`src/rtl/ls148_irq_encoder.sv`:
```
// Registered 8-to-3 priority encoder (SN74LS148 pin semantics) with request latching
// and an acknowledge handshake; the highest pending line is held until acknowledged.
module ls148_irq_encoder #(
  parameter int unsigned SYNC_STAGES = 2,
  parameter bit          EDGE_MODE   = 1'b1
) (
  input  logic       _CLK,
  input  logic       _RST,
  input  logic [7:0] _I,
  input  logic       _EI,
  input  logic       _ACK,
  output logic [2:0] _A,
  output logic       _GS,
  output logic       _EO,
  output logic [7:0] _PEND
);

  typedef enum logic {
    IDLE,
    PRESENT
  } state_t;

  state_t                       state_q, state_d;
  logic [SYNC_STAGES-1:0][7:0]  sync_q;
  logic [7:0]                   s;
  logic [7:0]                   prev_q;
  logic [7:0]                   pending_q, pending_d;
  logic [7:0]                   rise, clr;
  logic                         ei_q, ack_q;
  logic [2:0]                   cur_q, cur_d, top;

  assign s    = sync_q[SYNC_STAGES-1];
  assign rise = prev_q & ~s;

  // Ascending scan so the last hit, i.e. the highest set bit, wins.
  always_comb begin
    top = '0;
    for (int unsigned i = 0; i < 8; i++) begin
      if (pending_q[i]) top = 3'(i);
    end
  end

  always_comb begin
    state_d = state_q;
    cur_d   = cur_q;
    clr     = '0;
    case (state_q)
      IDLE: begin
        if (!ei_q && (pending_q != '0)) begin
          cur_d   = top;
          state_d = PRESENT;
        end
      end
      PRESENT: begin
        if (ei_q) begin
          state_d = IDLE;
        end else if (!ack_q) begin
          clr     = 8'b1 << cur_q;
          state_d = IDLE;
        end
      end
      default: state_d = IDLE;
    endcase
    // A fresh edge on the line being cleared survives: set beats clear.
    pending_d = EDGE_MODE ? ((pending_q & ~clr) | rise) : ~s;
  end

  always_ff @(posedge _CLK) begin
    if (_RST) begin
      sync_q    <= '1;
      prev_q    <= '1;
      ei_q      <= 1'b1;
      ack_q     <= 1'b1;
      pending_q <= '0;
      state_q   <= IDLE;
      cur_q     <= '0;
    end else begin
      sync_q[0] <= _I;
      for (int unsigned i = 1; i < SYNC_STAGES; i++) begin
        sync_q[i] <= sync_q[i-1];
      end
      prev_q    <= s;
      ei_q      <= _EI;
      ack_q     <= _ACK;
      pending_q <= pending_d;
      state_q   <= state_d;
      cur_q     <= cur_d;
    end
  end

  assign _A    = (state_q == PRESENT) ? ~cur_q : 3'b111;
  assign _GS   = (state_q != PRESENT);
  assign _EO   = !(!ei_q && (state_q == IDLE) && (pending_q == '0));
  assign _PEND = pending_q;

endmodule

```
`config.mk`:
```
export PLATFORM = sky130hd
export DESIGN_NAME = ls148_irq_encoder
export DESIGN_NICKNAME = d
export VERILOG_FILES = /design/src/rtl/ls148_irq_encoder.sv
export SDC_FILE = /design/constraint.sdc
export NUM_CORES = 1
export LEC_CHECK = 0
export BUFFER_PORTS_ARGS = -buffer_cell sky130_fd_sc_hd__buf_4
export CORE_MARGIN = 1.5
export CORE_UTILIZATION = 52
export CTS_CLUSTER_DIAMETER = 30
export CTS_CLUSTER_SIZE = 16
export DETAILED_ROUTE_END_ITERATION = 12
export PLACE_DENSITY_LB_ADDON = 0.15
export SETUP_SLACK_MARGIN = 0.3
export SYNTH_ARGS = -nofsm -noshare
export SYNTH_HDL_FRONTEND = slang
export SYNTH_SLANG_ARGS = --single-unit
```
`constraint.sdc`:
```
create_clock -name _CLK -period 1.4 [get_ports _CLK]
set_input_delay 0.14 -clock _CLK [delete_from_list [all_inputs] [get_ports _CLK]]
set_output_delay 0.14 -clock _CLK [all_outputs]
set_load 0.01 [all_outputs]
```
# After elaboration in Yosys (flattened, before gate mapping)

Index checks and enable logic that the tools add are counted.

Multiplexer cells: 15
Reduce and logical (&&, ||, !) cells: 8
Shift-type cells: 1
Bitwise logic cells: 7

Operator list:

| kind                                                              | count |
|---|---|
| 8-bit two-way mux                                                 | 3 |
| 3-bit two-way mux                                                 | 6 |
| 8-bit bitwise AND                                                 | 2 |
| 8-bit NOT                                                         | 2 |
| 8-bit zero test                                                   | 1 |
| 8-bit bitwise OR                                                  | 1 |
| 8-bit nonzero test                                                | 1 |
| 1-bit by 3-bit << shifter with 8-bit output, first input constant | 1 |
| 1-bit two-way mux                                                 | 4 |
| 1-bit logical AND                                                 | 3 |
| 3-bit NOT                                                         | 1 |
| 1-bit zero test                                                   | 2 |
| 2-bit two-way mux                                                 | 1 |
| 1-bit case mux with 2 select lines                                | 1 |
| 2-bit AND reduction                                               | 1 |
| 1-bit NOT                                                         | 1 |

Output and inout bits: 13
Word-level logic and storage cells: 39
Bits in registers: 38
Input bits: 12

# Longest topological paths before layout

Gate-level depths: netlist (run 1).

Depth after elaboration: 7
Depth in mapped cells: 4
Gate-level depth less buffers: 4

# Worst setup path after synthesis (run 1)

Ideal clock, no wire load.

Path type: reg-to-reg
Start point: register pending_q[6] (netlist: _PEND[6])
End point: register cur_q[1]
Setup time: 130 ps
Setup slack: 191 ps
Clock period less this slack: 1,209 ps
Arrival time: 1,079 ps
Data required time: 1,270 ps
Path buffers: 0
Cell stages (with the launch flop): 5
Path through: dfxtp_1 -> nor4_4 -> a21boi_2 -> nor4b_1 -> nor3_2

Word-level cells in the longest chain between the ends: 3
Elaborated cells on any way between the ends: 5
Those cells by class: mux: 2; reduce/logical: 3

Ends and longest elaborated chain:

| what                                 | line | RTL |
|---|---|---|
| start, declared                      | 27   | `logic [7:0] pending_q, pending_d;` |
| start signal, assigned               | 85   | `pending_q <= pending_d;` |
| 8-bit nonzero test                   | 49   | `if (!ei_q && (pending_q != '0)) begin` |
| 1-bit logical AND                    | 49   |  |
| 2-bit AND reduction (no source line) | -    |  |
| end signal, assigned                 | 87   | `cur_q <= cur_d;` |
| end, declared                        | 30   | `logic [2:0] cur_q, cur_d, top;` |

Parallel ways exist; a longest one is shown, timed or not.
A chain may end at the register's enable or synchronous reset.

# Worst setup path in the final report (run 1)

Start point: register pending_q[7] (netlist: _PEND[7])
End point: output _EO

Word-level cells in the longest chain between the ends: 3

Ends and longest elaborated chain:

| what              | line | RTL |
|---|---|---|
| 8-bit zero test   | 93   | `assign _EO = !(!ei_q && (state_q == IDLE) && (pending_q == '0));` |
| 1-bit logical AND | 93   |  |
| 1-bit zero test   | 93   |  |
| end, declared     | 14   | `output logic _EO,` |

No other way between the ends.

==> results of run 1 <==
final timing paths:
path / startpoint / depth (start not counted) / slack (ns) / endpoint
hold / removal: _RST / 2 / 0.18 / _PEND[5]
setup reg to reg: _PEND[7] / 6 / 0.05 / cur_q[0]
hold reg to reg: sync_q[7] / 1 / 0.42 / s[7]
setup / recovery: _PEND[7] / 3 / -0.06 / _EO
through the flow:
stage / hold WS (ns) / instances / TNS [ns]
after floorplan: 0.244 / 126 / 0
after global placement: 0.324 / 174 / 0
after detailed placement: 0.327 / 174 / 0
after CTS: 0.177 / 200 / -0.00785
after global routing: 0.192 / 211 / -0.0984
final: 0.183 / 211 / -0.0601
cell usage in the layout, fill, tap and decap left out, drive strengths merged:
cell	instances
nor3	3
nor2b	1
or2	26
o31ai	3
nand2b	12
inv	2
dlygate4sd3	10
dfxtp	38
nand3	2
a21boi	1
nor3b	1
buf	43
nor4b	1
a21oi	10
clkbuf	8
o21ai	7
nor2	6
nor4	2
nand2	5
o211a	1
and3	1
cells by family after synthesis:
kind of cell / Yosys count
compound gates: 22
buf+inv: 6
flops: 38
simple gates: 60
registers in the layout (all words and copies together) (netlist names):
register  flops
ack_q         1
s             8
_PEND         8
sync_q        8
prev_q        8
state_q       1
ei_q          1
cur_q         3
what timing repair did:
action,4_1_cts,5_1_grt
pin swaps,6,9
gates resized for setup,37,21
endpoints found under the hold margin,10,0
hold buffers,10,0
buffers inserted,8,11
endpoints found under the setup margin,19,20
power by group:
part	total (uW)	switching, uW	internal, uW
combinational	335	140	195
clock	646	339	307
sequential	1180	53.1	1130
final cells by class:
type	instances	area [um2]
flip-flops and latches	38	795
multi-input cells	82	621
repair buffers	53	479
fillers	94	288
clock buffers	8	70.1
well taps	28	35.0
inverters	2	10.0
routing by layer:
| metal | share of wire (%) | track usage, % | up-vias |
|---|---|---|---|
| met5 | 0 | 0 | - |
| met4 | 2.8 | 13.2 | 0 |
| met3 | 4.0 | 9.60 | 11 |
| met2 | 49 | 41.7 | 39 |
| met1 | 44 | 22.0 | 536 |
| li1 | - | - | 526 |
==> results.toml, run 1 <==
[setup_path]
crit_type = "reg2out"
slowest_stage = "dfxtp_4"
crit_family = "simple AND/OR/NAND/NOR gates"
critPathBufInv = 1
critPathArrivalTime_ns = 1.32
endpoint_kind = "output port"
startpoint_type = "register"
crit_fanout = 2
max_stage_delay_ns = 0.37
path_cells = "nor4_4 > nand3_1 > buf_4"
worstPathRequired_ns = 1.26

[logic_synthesis]
synth_top_family_by_area = "simple AND/OR/NAND/NOR gates"
synth_xor_xnor_area_share_pct = 0
synth_ff_type = "dfxtp_1"
syn-num-nets = 138
synth_compound_area_share_pct = 9.89
synth_top_area_share_pct = 58.4
synthTopCellsByArea = "dfxtp_1 (58%), or2_2 (12%), nand2b_1 (5.8%), a21oi_1 (3.8%), nor4_4 (3.3%)"
synth_warnings = 0
synth-edff-count = 0
synth-adder-area-share_pct = 0
synth_cell_types = 20
yosys.area.top_type = "dfxtp_1"
syn_area_per_cell_um2 = 10.3
syn_inst = 126
yosysMostFrequentCell = "dfxtp_1"
synthMuxAreaShare_pct = 0
async_reset_ff_share_pct = 0
syn_area_mm2 = 0.00130
yosysSeqAreaShare_pct = 58.4
yosys.area_share.simple_pct = 30.0
ys_ff_latch = 38
synth_common_cells = "dfxtp_1 (38), or2_2 (26), nand2b_1 (12), a21oi_1 (10), o21ai_0 (7)"

[route]
drt-total-wl_mm = 3.51
drtAntennaViolNets = 0
drtPass1Iterations = 4
vias_per_cell = 5.27
vias = 1112
drt_iter0_drc = 23
drc_errors = 0
wl_per_cell_um = 16.6

[sta]
drv_slew = 0
setup_viol = 1
fin_ws_ns = -0.0601
timing.slew.headroom_pct = 70.3
worstMarginPinSlew_ns = 0.443
period_minus_slack_ns = 1.46
fin_skew_ns = 0.0172
post-route-period-util_pct = 104
hold_violations = 0
rsz0062_at_grt = "yes"
clock.fmax_mhz = 685

[min_path]
hp-class = "in2reg"

[layout]
fin_util_pct = 87.5
fin_area_mm2 = 0.00201
fin_nets = 194
syn2layout_area_growth_pct = 54.3
antennaDiodeCount = 0
drive_gt1_share_pct = 61.2

[run_status]
failed_checks = "setup timing"
status = "finished with violations"

[floorplan]
rows = 17
fp.dieH_um = 53.1
initial_core_util_pct = 56.7
die-area_mm2 = 0.00281
die_w_um = 53.1
ios = 25
coreArea_mm2 = 0.00230

[power]
peakVddDrop_mv = 1.11
power_uw = 2160
power.density_mw_per_mm2 = 1080
p_leak_uw = 0.000835

[global_route]
grt_pass1_vias = 1021
grt_max_degree = 39
grt_pass1_wl_mm = 4.43
antenna_found_initial = 0
grt_usage_pct = 23.2
grt.overflow.total = 0

[clock_network]
htreeDepth = 2
cts.clk_slew.worst_paths_ns = 0.12
cts_tree = "yes"
numCtsBuffers = 5
clockRootBuffer = "clkbuf_4"
clockBufferDepth = 2
clk_latency_ns = 0.34
cts.sinks = 38

[placement]
place_ws_ns = 0.126
post_dp_cell_area_mm2 = 0.00152
io_buffers = 24
place_hpwl_mm = 1.49
place_congestion = 0.788

[job]
drv_cap = 0
No activity file was read; power rests on OpenSTA's default activity.
==> run 2: changes to the inputs <==
- PLACE_DENSITY: default -> 0.76
- PLACE_DENSITY_LB_ADDON: 0.15 -> default
==> run 2 against run 1 <==
Effect of this change: the flow now finishes without violations; sequential share of layout area is 1.8 points higher; design area decreased by 4.8%; via count shrank 8.3%; clock skew shrank 0.0029 ns; hold slack better by 0.018 ns; routed wire length decreased by 18%; setup slack improved by 0.075 ns.
==> results.toml, run 2 (same netlist as run 1, synthesis figures left out) <==
[power]
power.density_mw_per_mm2 = 1040
power_uw = 1990
p_leak_uw = 0.000773
peakVddDrop_mv = 1.00

[floorplan]
coreArea_mm2 = 0.00230
initial_core_util_pct = 56.7
rows = 17
die_w_um = 53.1
die-area_mm2 = 0.00281
ios = 25
fp.dieH_um = 53.1

[route]
drc_errors = 0
vias = 1020
drt_iter0_drc = 17
drt-total-wl_mm = 2.89
drtAntennaViolNets = 0
wl_per_cell_um = 14.3
vias_per_cell = 5.05
drtPass1Iterations = 4

[global_route]
grt_pass1_wl_mm = 4.07
antenna_found_initial = 0
grt_usage_pct = 21.1
grt_pass1_vias = 948
grt.overflow.total = 0
grt_max_degree = 39

[sta]
timing.slew.headroom_pct = 77.2
hold_violations = 0
rsz0062_at_grt = "yes"
drv_slew = 0
worstMarginPinSlew_ns = 0.340
fin_skew_ns = 0.0143
period_minus_slack_ns = 1.38
setup_viol = 0
clock.fmax_mhz = 722
post-route-period-util_pct = 98.9

[clock_network]
numCtsBuffers = 5
htreeDepth = 2
cts.sinks = 38
cts_tree = "yes"
cts.clk_slew.worst_paths_ns = 0.11
clockBufferDepth = 2
clk_latency_ns = 0.33
clockRootBuffer = "clkbuf_4"

[min_path]
hp-class = "in2reg"

[setup_path]
max_stage_delay_ns = 0.37
endpoint_kind = "output port"
slowest_stage = "dfxtp_4"
critPathArrivalTime_ns = 1.24
crit_family = "simple AND/OR/NAND/NOR gates"
crit_type = "reg2out"
path_cells = "nor4_4 > nand3_1 > buf_4"
critPathBufInv = 1
startpoint_type = "register"
crit_fanout = 2
worstPathRequired_ns = 1.26

[layout]
multi_input_area_um2 = 624
seq_area_um2 = 791
layout_common_cells = "or2_2 (26), dfxtp_1 (26), buf_4 (23), nand2b_1 (12), buf_6 (12)"
drive_gt1_share_pct = 57.5
num-fill-cells = 127
antennaDiodeCount = 0
syn2layout_area_growth_pct = 46.9
fin_nets = 186
fin_util_pct = 83.3

[placement]
place_congestion = 0.739
io_buffers = 24
place_hpwl_mm = 1.47

[job]
drv_cap = 0

[run_status]
status = "finished, final reports clean"
## run 2: cell count changes in the layout (fill, tap and decap cells not counted), moves of 2 or more
cell     delta
a21oi_1     +2
a21oi_2     -2
buf_4       -5
buf_6       -3
## run 2: per-stage QoR
| step | hold WS [ns] | area (um2) | setup slack (ns) | setup TNS (ns) | std cells |
|---|---|---|---|---|---|
| global route | 0.210 | 1910 | -0.0672 | -0.0672 | 202 |
| detailed placement | 0.327 | 1520 | 0.153 | 0 | 174 |
| floorplan | 0.244 | 1320 | 0.269 | 0 | 126 |
| finish | 0.202 | 1910 | 0.0151 | 0 | 202 |
| CTS | 0.00802 | 1800 | 0.0257 | 0 | 199 |
| global placement | 0.324 | 1520 | 0.211 | 0 | 174 |
## run 2: final timing paths
check / cells past startpoint / startpoint / slack, ns / end
worst max register to register: 5 / _PEND[3] / 0.14 / cur_q[0]
worst min-delay path: 2 / _RST / 0.20 / _PEND[3]
worst max-delay path: 3 / _PEND[3] / 0.02 / _EO
worst min register to register: 1 / sync_q[0] / 0.42 / s[0]
## run 2: power breakdown
group | switching, uW | total [uW] | internal [uW]
combinational | 123 | 300 | 177
clock | 313 | 503 | 190
sequential | 55.5 | 1190 | 1130
## run 2: routing by layer
metal	global-route usage, %	share of wire (%)
met1	21.7	44
met2	38.8	50
met3	5.93	5.1
met4	10.3	1.6
met5	0	0
## run 2: layout make-up
cell class              instances  share of cell area, %
flip-flops and latches         38                   41.3
multi-input cells              82                   32.6
repair buffers                 45                   21.3
clock buffers                   7                   2.35
well taps                      28                   1.83
inverters                       2                  0.523
## run 2: timing repair
item / in CTS / in global routing
hold buffers: 9 / 1
pin swaps: 4 / 6
resized for setup: 30 / 23
setup buffers: 9 / 2
hold endpoints to repair: 9 / 1
setup endpoints to repair: 17 / 20
